[src/rtl/fib_result_reader.sv]
// ---------------------------------------------------------------------------
// fib_result_reader
//
// Host-side consumer of the Fibonacci-sum result table. After a start pulse
// it waits for the producer to flag the table valid (rReady). It then reads
// addresses 0..DEPTH-1 one at a time. After each address it waits RD_LAT
// cycles for the read latency before it samples rDout. Each word is compared
// against an internally generated sequence: SEED0, SEED1, then sums of the
// previous two words mod 2^ALU_W, zero-extended to DATA_W. The block reports
// done/pass, whether the sweep was aborted, the mismatch count and the first
// failing address.
//
// Parameters:
//   DEPTH   words swept, 3..64 (addresses 0..DEPTH-1)
//   DATA_W  width of rDout (must be >= ALU_W)
//   ALU_W   width of the producer's adder; expected sums wrap at 2^ALU_W
//   RD_LAT  cycles from rAddr driven to rDout valid, >= 1
//   SEED0   expected word at address 0
//   SEED1   expected word at address 1
//
// Ports:
//   clk             system clock, all logic on the rising edge
//   rst             synchronous active-high reset
//   start           one-cycle pulse, honoured only when idle or done
//   rReady          producer result-table-valid flag
//   rAddr           read address to the producer
//   rDout           read data from the producer
//   busy            high from the accepted start until done
//   done            high once the sweep has finished, held until next start
//   pass            valid with done: every word matched and no abort
//   aborted         valid with done: rReady fell while waiting for data
//   err_count       mismatches in the current/last sweep (0..DEPTH)
//   first_err_addr  address of the first mismatch, 0 if none
//
// Optional feature (compile-time macro):
//   FIB_READER_STOP_ON_ERR_EN  when defined, the first mismatch ends the
//                              sweep immediately with pass=0, err_count=1.
//                              When undefined, every word is always checked.
// ---------------------------------------------------------------------------
module fib_result_reader #(
    parameter int              DEPTH  = 64,
    parameter int              DATA_W = 64,
    parameter int              ALU_W  = 32,
    parameter int              RD_LAT = 2,
    parameter logic [ALU_W-1:0] SEED0 = ALU_W'(1),
    parameter logic [ALU_W-1:0] SEED1 = ALU_W'(1)
) (
    input  logic              clk,
    input  logic              rst,
    input  logic              start,
    input  logic              rReady,
    output logic [5:0]        rAddr,
    input  logic [DATA_W-1:0] rDout,
    output logic              busy,
    output logic              done,
    output logic              pass,
    output logic              aborted,
    output logic [6:0]        err_count,
    output logic [5:0]        first_err_addr
);

    // The settle counter must be able to hold RD_LAT.
    localparam int CNT_W = (RD_LAT < 2) ? 1 : $clog2(RD_LAT + 1);
    localparam logic [CNT_W-1:0] CNT_LOAD = CNT_W'(RD_LAT);
    localparam logic [5:0] LAST_IDX = 6'(DEPTH - 1);

    typedef enum logic [2:0] {
        IDLE,
        WAIT_RDY,
        SETTLE,
        CHECK,
        DONE
    } ReaderState;

    ReaderState state;
    ReaderState stateNext;

    logic [5:0]        idx;
    logic [5:0]        idxNext;
    logic [ALU_W-1:0]  expPrev2;
    logic [ALU_W-1:0]  expPrev2Next;
    logic [ALU_W-1:0]  expPrev1;
    logic [ALU_W-1:0]  expPrev1Next;
    logic [CNT_W-1:0]  settleCnt;
    logic [CNT_W-1:0]  settleCntNext;
    logic [5:0]        rAddrNext;
    logic              passNext;
    logic              abortedNext;
    logic [6:0]        errCountNext;
    logic [5:0]        firstErrNext;
    logic [DATA_W-1:0] expWide;
    logic              wordMatch;

    // State and datapath registers. Reset wins over everything, including a
    // start pulse in the same cycle.
    always_ff @(posedge clk) begin
        if (rst) begin
            state          <= IDLE;
            idx            <= '0;
            expPrev2       <= '0;
            expPrev1       <= '0;
            settleCnt      <= '0;
            rAddr          <= '0;
            pass           <= 1'b0;
            aborted        <= 1'b0;
            err_count      <= '0;
            first_err_addr <= '0;
        end else begin
            state          <= stateNext;
            idx            <= idxNext;
            expPrev2       <= expPrev2Next;
            expPrev1       <= expPrev1Next;
            settleCnt      <= settleCntNext;
            rAddr          <= rAddrNext;
            pass           <= passNext;
            aborted        <= abortedNext;
            err_count      <= errCountNext;
            first_err_addr <= firstErrNext;
        end
    end

    // Next-state and next-datapath logic. Every register holds its value
    // unless a state explicitly updates it. expPrev2 always holds the
    // expected word for the current idx, and expPrev1 holds the word after
    // it. Advancing one address therefore shifts the pair and adds the two
    // words. The wrap at 2^ALU_W falls out of the register width.
    always_comb begin
        stateNext     = state;
        idxNext       = idx;
        expPrev2Next  = expPrev2;
        expPrev1Next  = expPrev1;
        settleCntNext = settleCnt;
        rAddrNext     = rAddr;
        passNext      = pass;
        abortedNext   = aborted;
        errCountNext  = err_count;
        firstErrNext  = first_err_addr;

        expWide              = '0;
        expWide[ALU_W-1:0]   = expPrev2;
        wordMatch            = (rDout == expWide);

        case (state)
            IDLE, DONE: begin
                if (start) begin
                    stateNext    = WAIT_RDY;
                    idxNext      = '0;
                    expPrev2Next = SEED0;
                    expPrev1Next = SEED1;
                    passNext     = 1'b0;
                    abortedNext  = 1'b0;
                    errCountNext = '0;
                    firstErrNext = '0;
                end
            end

            WAIT_RDY: begin
                if (rReady) begin
                    rAddrNext     = idx;
                    settleCntNext = CNT_LOAD;
                    stateNext     = SETTLE;
                end
            end

            // rAddr is held here while the producer's read pipeline fills.
            // Losing rReady makes the table untrustworthy, so the sweep ends.
            SETTLE: begin
                if (!rReady) begin
                    stateNext   = DONE;
                    abortedNext = 1'b1;
                    passNext    = 1'b0;
                end else begin
                    settleCntNext = settleCnt - 1'b1;
                    if (settleCntNext == '0) begin
                        stateNext = CHECK;
                    end
                end
            end

            CHECK: begin
                if (!wordMatch) begin
                    errCountNext = err_count + 7'd1;
                    if (err_count == 7'd0) begin
                        firstErrNext = idx;
                    end
                end
`ifdef FIB_READER_STOP_ON_ERR_EN
                if (!wordMatch) begin
                    stateNext = DONE;
                    passNext  = 1'b0;
                end else
`endif
                if (idx == LAST_IDX) begin
                    stateNext = DONE;
                    passNext  = (errCountNext == 7'd0);
                end else begin
                    idxNext       = idx + 6'd1;
                    rAddrNext     = idx + 6'd1;
                    expPrev2Next  = expPrev1;
                    expPrev1Next  = expPrev1 + expPrev2;
                    settleCntNext = CNT_LOAD;
                    stateNext     = SETTLE;
                end
            end

            default: begin
                stateNext = IDLE;
            end
        endcase
    end

    // The status flags follow the state directly.
    always_comb begin
        busy = (state == WAIT_RDY) || (state == SETTLE) || (state == CHECK);
        done = (state == DONE);
    end

endmodule

[config.mk]
export PLATFORM = sky130hd
export DESIGN_NAME = fib_result_reader
export DESIGN_NICKNAME = d
export VERILOG_FILES = /design/src/rtl/fib_result_reader.sv
export SDC_FILE = /design/constraint.sdc
export NUM_CORES = 1
export LEC_CHECK = 0
export ABC_AREA = 0
export BUFFER_PORTS_ARGS = -buffer_cell sky130_fd_sc_hd__buf_2
export CAP_MARGIN = 20
export CORE_MARGIN = 2
export CORE_UTILIZATION = 57
export CTS_CLUSTER_DIAMETER = 150
export DETAILED_ROUTE_END_ITERATION = 8
export GPL_ROUTABILITY_DRIVEN = 0
export PLACE_DENSITY = 0.81
export SYNTH_ARGS = -nofsm -noshare
export SYNTH_HDL_FRONTEND = slang
export SYNTH_SLANG_ARGS = --single-unit
[constraint.sdc]
create_clock -name clk -period 2.8 [get_ports clk]
set_input_delay 0.14 -clock clk [delete_from_list [all_inputs] [get_ports clk]]
set_output_delay 0.14 -clock clk [all_outputs]
set_load 0.01 [all_outputs]
==> out/results.txt, run 1 <==
Max IR drop VDD - 0.0003001 V
Clock Skew - 0.01557 ns
Number of max-cap violations - 0
Clock buffer count from CTS - 9
Clk pwr share - 0.354
Synth warn - 0
Area post-placement - 0.006396 mm2
Synth Flop Type - dfxtp_1
Row cnt - 36
#FFs+latches synth - 96
Post-layout util - 0.6741
Root Buffer - clkbuf_8
Vias per cell - 6.070
Fin crit period - 2.795 ns
Hold Fails Final Rpt - 0
Worst path max stage delay - 0.45 ns
Final instance area - 0.006619 mm2
Type of the worst min-delay path - input port to register
Hold Buf Count CTS - 0
Worst rel slew slack - 0.6357
GR Util met3 - 0.04928
Nets - 916
Fmax - 357.8 MHz
Mapped Area - 0.005773 mm2
Largest net degree at the start of global routing - 47
Initial core utilization - 0.5879
Fin Hold WS - 0.1118 ns
Vias in the first global route - 5,473
Most used routing layer - met2
# IOs - 91
Internal - 1795 uW
Pwr Density - 373.5 mW/mm2
Congestion Overflow GR - 0
DPL Wire Length - 11.16 mm
TritonCTS clock tree - done
WS Path Type - register to register
Register area share after synthesis - 0.3329
Final setup fails - 0
Crit Path Max Fanout - 5
GR Layer Usage met2 - 0.4599
Mapped Cells - 721
Unrepaired setup endpoints after global routing - yes
Chip Height - 104.6 um
Reg clk slew, reported paths - 0.10 ns
Final wirelength - 15.27 mm
Slew @ Worst Pin - 0.5464 ns
Clk buf depth - 2
Critical Path RT - 3.08 ns
Crit start category - register
Gate power share - 0.088
GRT Total Usage - 0.2751
Global routing usage on met1 - 0.3567
P_leak - 0.002801 uW
Pre-antenna DRT Iters - 6
Diodes inserted - 0
Post-synth cell types - 68
Sequential Power Share - 0.559
Core Region - 0.009819 mm2
Period utilization - 0.9981
DRT antenna net count - 0
CP arrival - 3.07 ns
Pre-CTS setup slack - 0.08115 ns
Worst skew pair latency - 0.38 ns
1st-iter DRT viols - 448
Post-Syn Nets - 827
# DRC - 0
Initial antenna violation count - 0
Die Span X - 104.6 um
Outcome - finished, final reports clean
Switch Pwr - 677.8 uW
Number of enable flip-flop cells after synthesis - 0
Asr flop ratio synth - 0
Vias - 5,754
CP Capture Type - register
Final Worst Setup Slack - 0.005329 ns
Switching Share - 0.2741
Area delta synth->final - 14.65%
Clock sinks - 96
First-pass GRT wire length - 25.00 mm
Routed wire per std cell - 16.10 um
Synth Area per Inst - 8.007 um2
Crit-path cells - ha_1 -> a21oi_1 -> nand2_1 -> o211ai_1 -> a31oi_2 -> buf_4 -> a221oi_1 -> a31o_1 -> xnor2_1 -> o22ai_1 -> a22o_1
Share of layout cells above drive strength 1 - 0.1816
Filler cells - 864
Die area - 0.01095 mm2
PortBufs - 90
Critical-path top delay cell - a221oi_1
Slew Limit Fails - 0
Htree depth - 3
## cell families after synthesis
kind of cell | share of synthesized area
buf+inv | 0.03598
mux | 0.003468
fa+ha+maj | 0.08366
flops | 0.3329
simple gates | 0.2172
xor+xnor | 0.08951
compound gates | 0.2373
## worst max-delay path: cells and delay by family (launching register included)
kind,cells,cell delay (ns)
XOR/XNOR,1,0.14
AND/OR/NAND/NOR,1,0.08
buffers and inverters,1,0.17
flip-flops,1,0.35
AO/OA/AOI/OAI,7,1.59
adder cells (fa/ha/maj),1,0.35
## repair_timing
item,in CTS,in global routing
setup buffers,0,2
setup endpoints to repair,0,6
gates resized for setup,0,7
## placed cells by master (no fill, tap or decap), types with 9 or more instances in the layout
cell type,Yosys,routed
nor2_1,109,109
dfxtp_1,96,93
buf_2,1,90
a21oi_1,64,64
nand2_1,59,59
a22oi_1,46,46
xnor2_1,40,40
ha_1,37,37
o21ai_0,33,33
inv_1,19,19
xor2_1,19,19
buf_4,1,19
nand4_1,15,15
nor4_1,13,13
nor3_1,13,13
a21o_1,11,11
o21ai_1,11,10
and3_1,10,10
nand3_1,10,10
clkbuf_8,0,9
## Yosys cell counts (4+ instances only)
cell,count,area share
a21oi_1,64,0.055
nor3_1,13,0.011
a31oi_1,4,0.0043
clkbuf_1,26,0.017
o21ai_1,11,0.0095
a21o_1,11,0.014
nand3_1,10,0.0087
o21a_1,4,0.0052
inv_1,19,0.012
and3_1,10,0.011
and2_1,5,0.0054
o21bai_1,4,0.0052
xor2_1,19,0.029
dfxtp_1,96,0.33
o21ai_0,33,0.029
nor4_1,13,0.014
ha_1,37,0.080
xnor2_1,40,0.061
nand2b_1,6,0.0065
nand2_1,59,0.038
a22oi_1,46,0.060
or3_1,4,0.0043
nand4_1,15,0.016
nor2_1,109,0.071
## area by class of cell
class / count / area, um2 / share of cell area
flip-flops and latches: 96 / 1926 / 0.2909
multi-input cells: 575 / 3684 / 0.5565
inverters: 19 / 71.32 / 0.01078
clock buffers: 10 / 127.6 / 0.01928
repair buffers: 109 / 593.1 / 0.08960
clock inverters: 6 / 51.30 / 0.007750
well taps: 133 / 166.4 / 0.02514
## path summary, 6_finish.rpt
check,start,endpoint,slack [ns],depth (start not counted)
setup / recovery,expPrev2[4],expPrev1[31],0.005,11
hold / removal,start,state[0],0.11,3
setup reg to reg,expPrev2[4],expPrev1[31],0.005,11
hold reg to reg,expPrev1[4],expPrev1[4],0.48,2
## state kept, by name (all words and copies together) (netlist names)
register        flops
expPrev1           32
aborted             1
state               3
idx                 6
rAddr               6
first_err_addr      6
expPrev2           32
settleCnt           2
err_count           7
pass                1
## power groups by stage
stage | registers, uW | logic, uW | clock network, uW
6_report | 1380 | 216 | 874
5_1_grt | 1380 | 235 | 944
4_1_cts | 1380 | 215 | 892
3_5_place_dp | 1410 | 213 | 0
3_3_place_gp | 1410 | 208 | 0
2_1_floorplan | 1410 | 118 | 0
## metrics by stage
step	power [uW]	cells	TNS (ns)
after global routing	2563	948	-0.1097
after global placement	1620	930	0
final	2472	948	0
after CTS	2487	946	0
after detailed placement	1626	930	0
after floorplan	1526	721	0
## layer usage
| layer | vias up | wire length, um |
|---|---|---|
| li1 | 2767 | - |
| met1 | 2712 | 6765 |
| met2 | 240 | 7182 |
| met3 | 35 | 957 |
| met4 | 0 | 362 |
| met5 | - | 0 |
Note: power is estimated with default switching activity, not from simulation.
==> inputs of run 2 (changes only) <==
Settings changed: RECOVER_POWER set to 100.
==> out/results.txt, run 2 (synthesis results as in run 1) <==
Outcome - finished, final reports clean
Row cnt - 36 (unchanged)
Crit-path cells - ha_1 -> a21oi_1 -> nand2_1 -> o211ai_1 -> a31oi_2 -> buf_4 -> a221oi_1 -> a31o_1 -> xnor2_1 -> o22ai_1 -> a22o_1
DRT antenna net count - 0 (unchanged)
Clock Skew - 0.01977 ns (+0.004195 ns)
Vias - 5,773 (+0.33%)
R2R Path End - expPrev1[31]
Routed wire per std cell - 16.12 um (+0.12%)
Area post-placement - 0.006396 mm2 (unchanged)
End of the critical path - expPrev1[31]
# DRC - 0 (unchanged)
Largest net degree at the start of global routing - 47 (unchanged)
DPL Wire Length - 11.16 mm (unchanged)
Critical-path top delay cell - a221oi_1
WS Path Type - register to register
Htree depth - 3 (unchanged)
1st-iter DRT viols - 422 (-5.8%)
Max IR drop VDD - 0.0002995 V (-0.18%)
Core Region - 0.009819 mm2 (unchanged)
Slew Limit Fails - 0 (unchanged)
Clock buffer count from CTS - 9 (unchanged)
Fin crit period - 2.756 ns (-0.03909 ns)
Slew @ Worst Pin - 0.5924 ns (+0.04599 ns)
Hold Fails Final Rpt - 0 (unchanged)
Clk buf depth - 2 (unchanged)
Die Span X - 104.6 um (unchanged)
Sequential Power Share - 0.559 (about the same)
Gate power share - 0.086 (-0.002)
Period utilization - 0.9841 (-0.01396)
Initial antenna violation count - 0 (unchanged)
Worst rel slew slack - 0.6051 (-0.03066)
Reg clk slew, reported paths - 0.11 ns (about the same)
Post-layout util - 0.6697 (-0.004332)
Unrepaired setup endpoints after global routing - yes
Nets - 916 (unchanged)
Type of the worst min-delay path - input port to register
Switch Pwr - 679.4 uW (+0.23%)
Clk pwr share - 0.354 (about the same)
Area delta synth->final - 13.91%
Most common cell after layout, fill and taps aside - nor2_1
Worst path max stage delay - 0.41 ns (-0.04 ns)
Pre-antenna DRT Iters - 5 (-1)
Die area - 0.01095 mm2 (unchanged)
Initial core utilization - 0.5879 (unchanged)
Vias in the first global route - 5,473 (unchanged)
Critical Path RT - 3.08 ns (about the same)
R2r setup slk - 0.04 ns (+0.04 ns)
Share of layout cells above drive strength 1 - 0.1497 (-0.03190)
Congestion Overflow GR - 0 (unchanged)
R2R Path Start - expPrev2[4]
Worst skew pair latency - 0.38 ns (about the same)
Clock sinks - 96 (unchanged)
Final instance area - 0.006576 mm2 (-0.64%)
Crit start category - register
CP arrival - 3.03 ns (-0.04 ns)
TritonCTS clock tree - done
First-pass GRT wire length - 25.00 mm (unchanged)
Vias per cell - 6.090 (+0.33%)
Pwr Density - 375.8 mW/mm2 (+0.60%)
Highest-count cells in the layout ignoring fill and taps - 109 x nor2_1, 93 x dfxtp_1, 67 x buf_2
Root Buffer - clkbuf_8
Worst Setup SP - expPrev2[4]
Fmax - 362.9 MHz (+1.4%)
Pre-CTS setup slack - 0.08115 ns (unchanged)
R2R cell count - 11 (unchanged)
PortBufs - 90 (unchanged)
Diodes inserted - 0 (unchanged)
# IOs - 91 (unchanged)
Biggest regs - expPrev1 (32), expPrev2 (32), err_count (7)
Number of max-cap violations - 0 (unchanged)
Internal - 1792 uW (-0.15%)
Final Worst Setup Slack - 0.04442 ns (+0.03909 ns)
CP Capture Type - register
Switching Share - 0.2749 (+0.0007632)
GRT Total Usage - 0.2751 (unchanged)
Final wirelength - 15.29 mm (+0.12%)
Chip Height - 104.6 um (unchanged)
P_leak - 0.002690 uW (-4.0%)
Crit Path Max Fanout - 5 (unchanged)
Final setup fails - 0 (unchanged)
[run 2: cell count changes in the layout (fill, tap and decap cells not counted), sizes merged]
cell    delta
clkbuf    +28
buf       -28
[run 2: metal layers]
layer  up-vias  share of wire  global-route usage  routed length [um]
met5         -              0                   0                   0
met4         0          0.026             0.09810                 405
met3        39          0.064             0.04928                 983
met2       245           0.47              0.4599                7160
met1      2718           0.44              0.3567                6736
li1       2771              -                   -                   -
[run 2: worst max-delay path: cells and delay by family (launching register included)]
family / cells / cell delay [ns]
DFF: 1 / 0.35
adders and majority gates: 1 / 0.35
xor gates and xnor gates: 1 / 0.14
AOI/OAI and AO/OA: 7 / 1.55
buffers and inverters: 1 / 0.17
and+or+nand+nor: 1 / 0.08
[run 2: area by class of cell]
cell class                      instances  area (um2)
Clock buffer                           10       127.6
Clock inverter                          6       51.30
Fill cell                             882        3243
Inverter                               19       71.32
Multi-Input combinational cell        575        3684
Sequential cell                        96        1926
Tap cell                              133       166.4
Timing Repair Buffer                  109       550.5
[run 2: power groups by stage]
stage	Sequential [uW]	Combinational, uW	Clock, uW
after floorplan	1410	118	0
after global placement	1410	208	0
after detailed placement	1410	213	0
after CTS	1380	215	892
after global routing	1380	233	944
final	1380	214	876
[run 2: worst min-delay path by stage]
stage                            start  slack, ns  depth (start not counted)            to
after floorplan                    rst       0.31                          3  expPrev1[18]
after global placement    expPrev1[24]       0.46                          2  expPrev1[24]
after detailed placement   expPrev1[4]       0.47                          2   expPrev1[4]
after CTS                        start       0.09                          3      state[0]
after global routing             start       0.11                          3      state[0]
final                            start        0.1                          3      state[0]
[run 2: repair_timing]
action	in CTS	in global routing
setup endpoints to repair	0	6
hold buffers	0	0
buffers inserted	0	2
gates resized for setup	0	7
[run 2: per-stage QoR]
stage               setup TNS (ns)  power (uW)  hold slack, ns  cells
detailed placement               0        1626          0.4652    930
global route               -0.1097        2561          0.1094    948
global placement                 0        1620          0.4552    930
CTS                              0        2487         0.08920    946
floorplan                        0        1526          0.3140    721
finish                           0        2471         0.09946    948
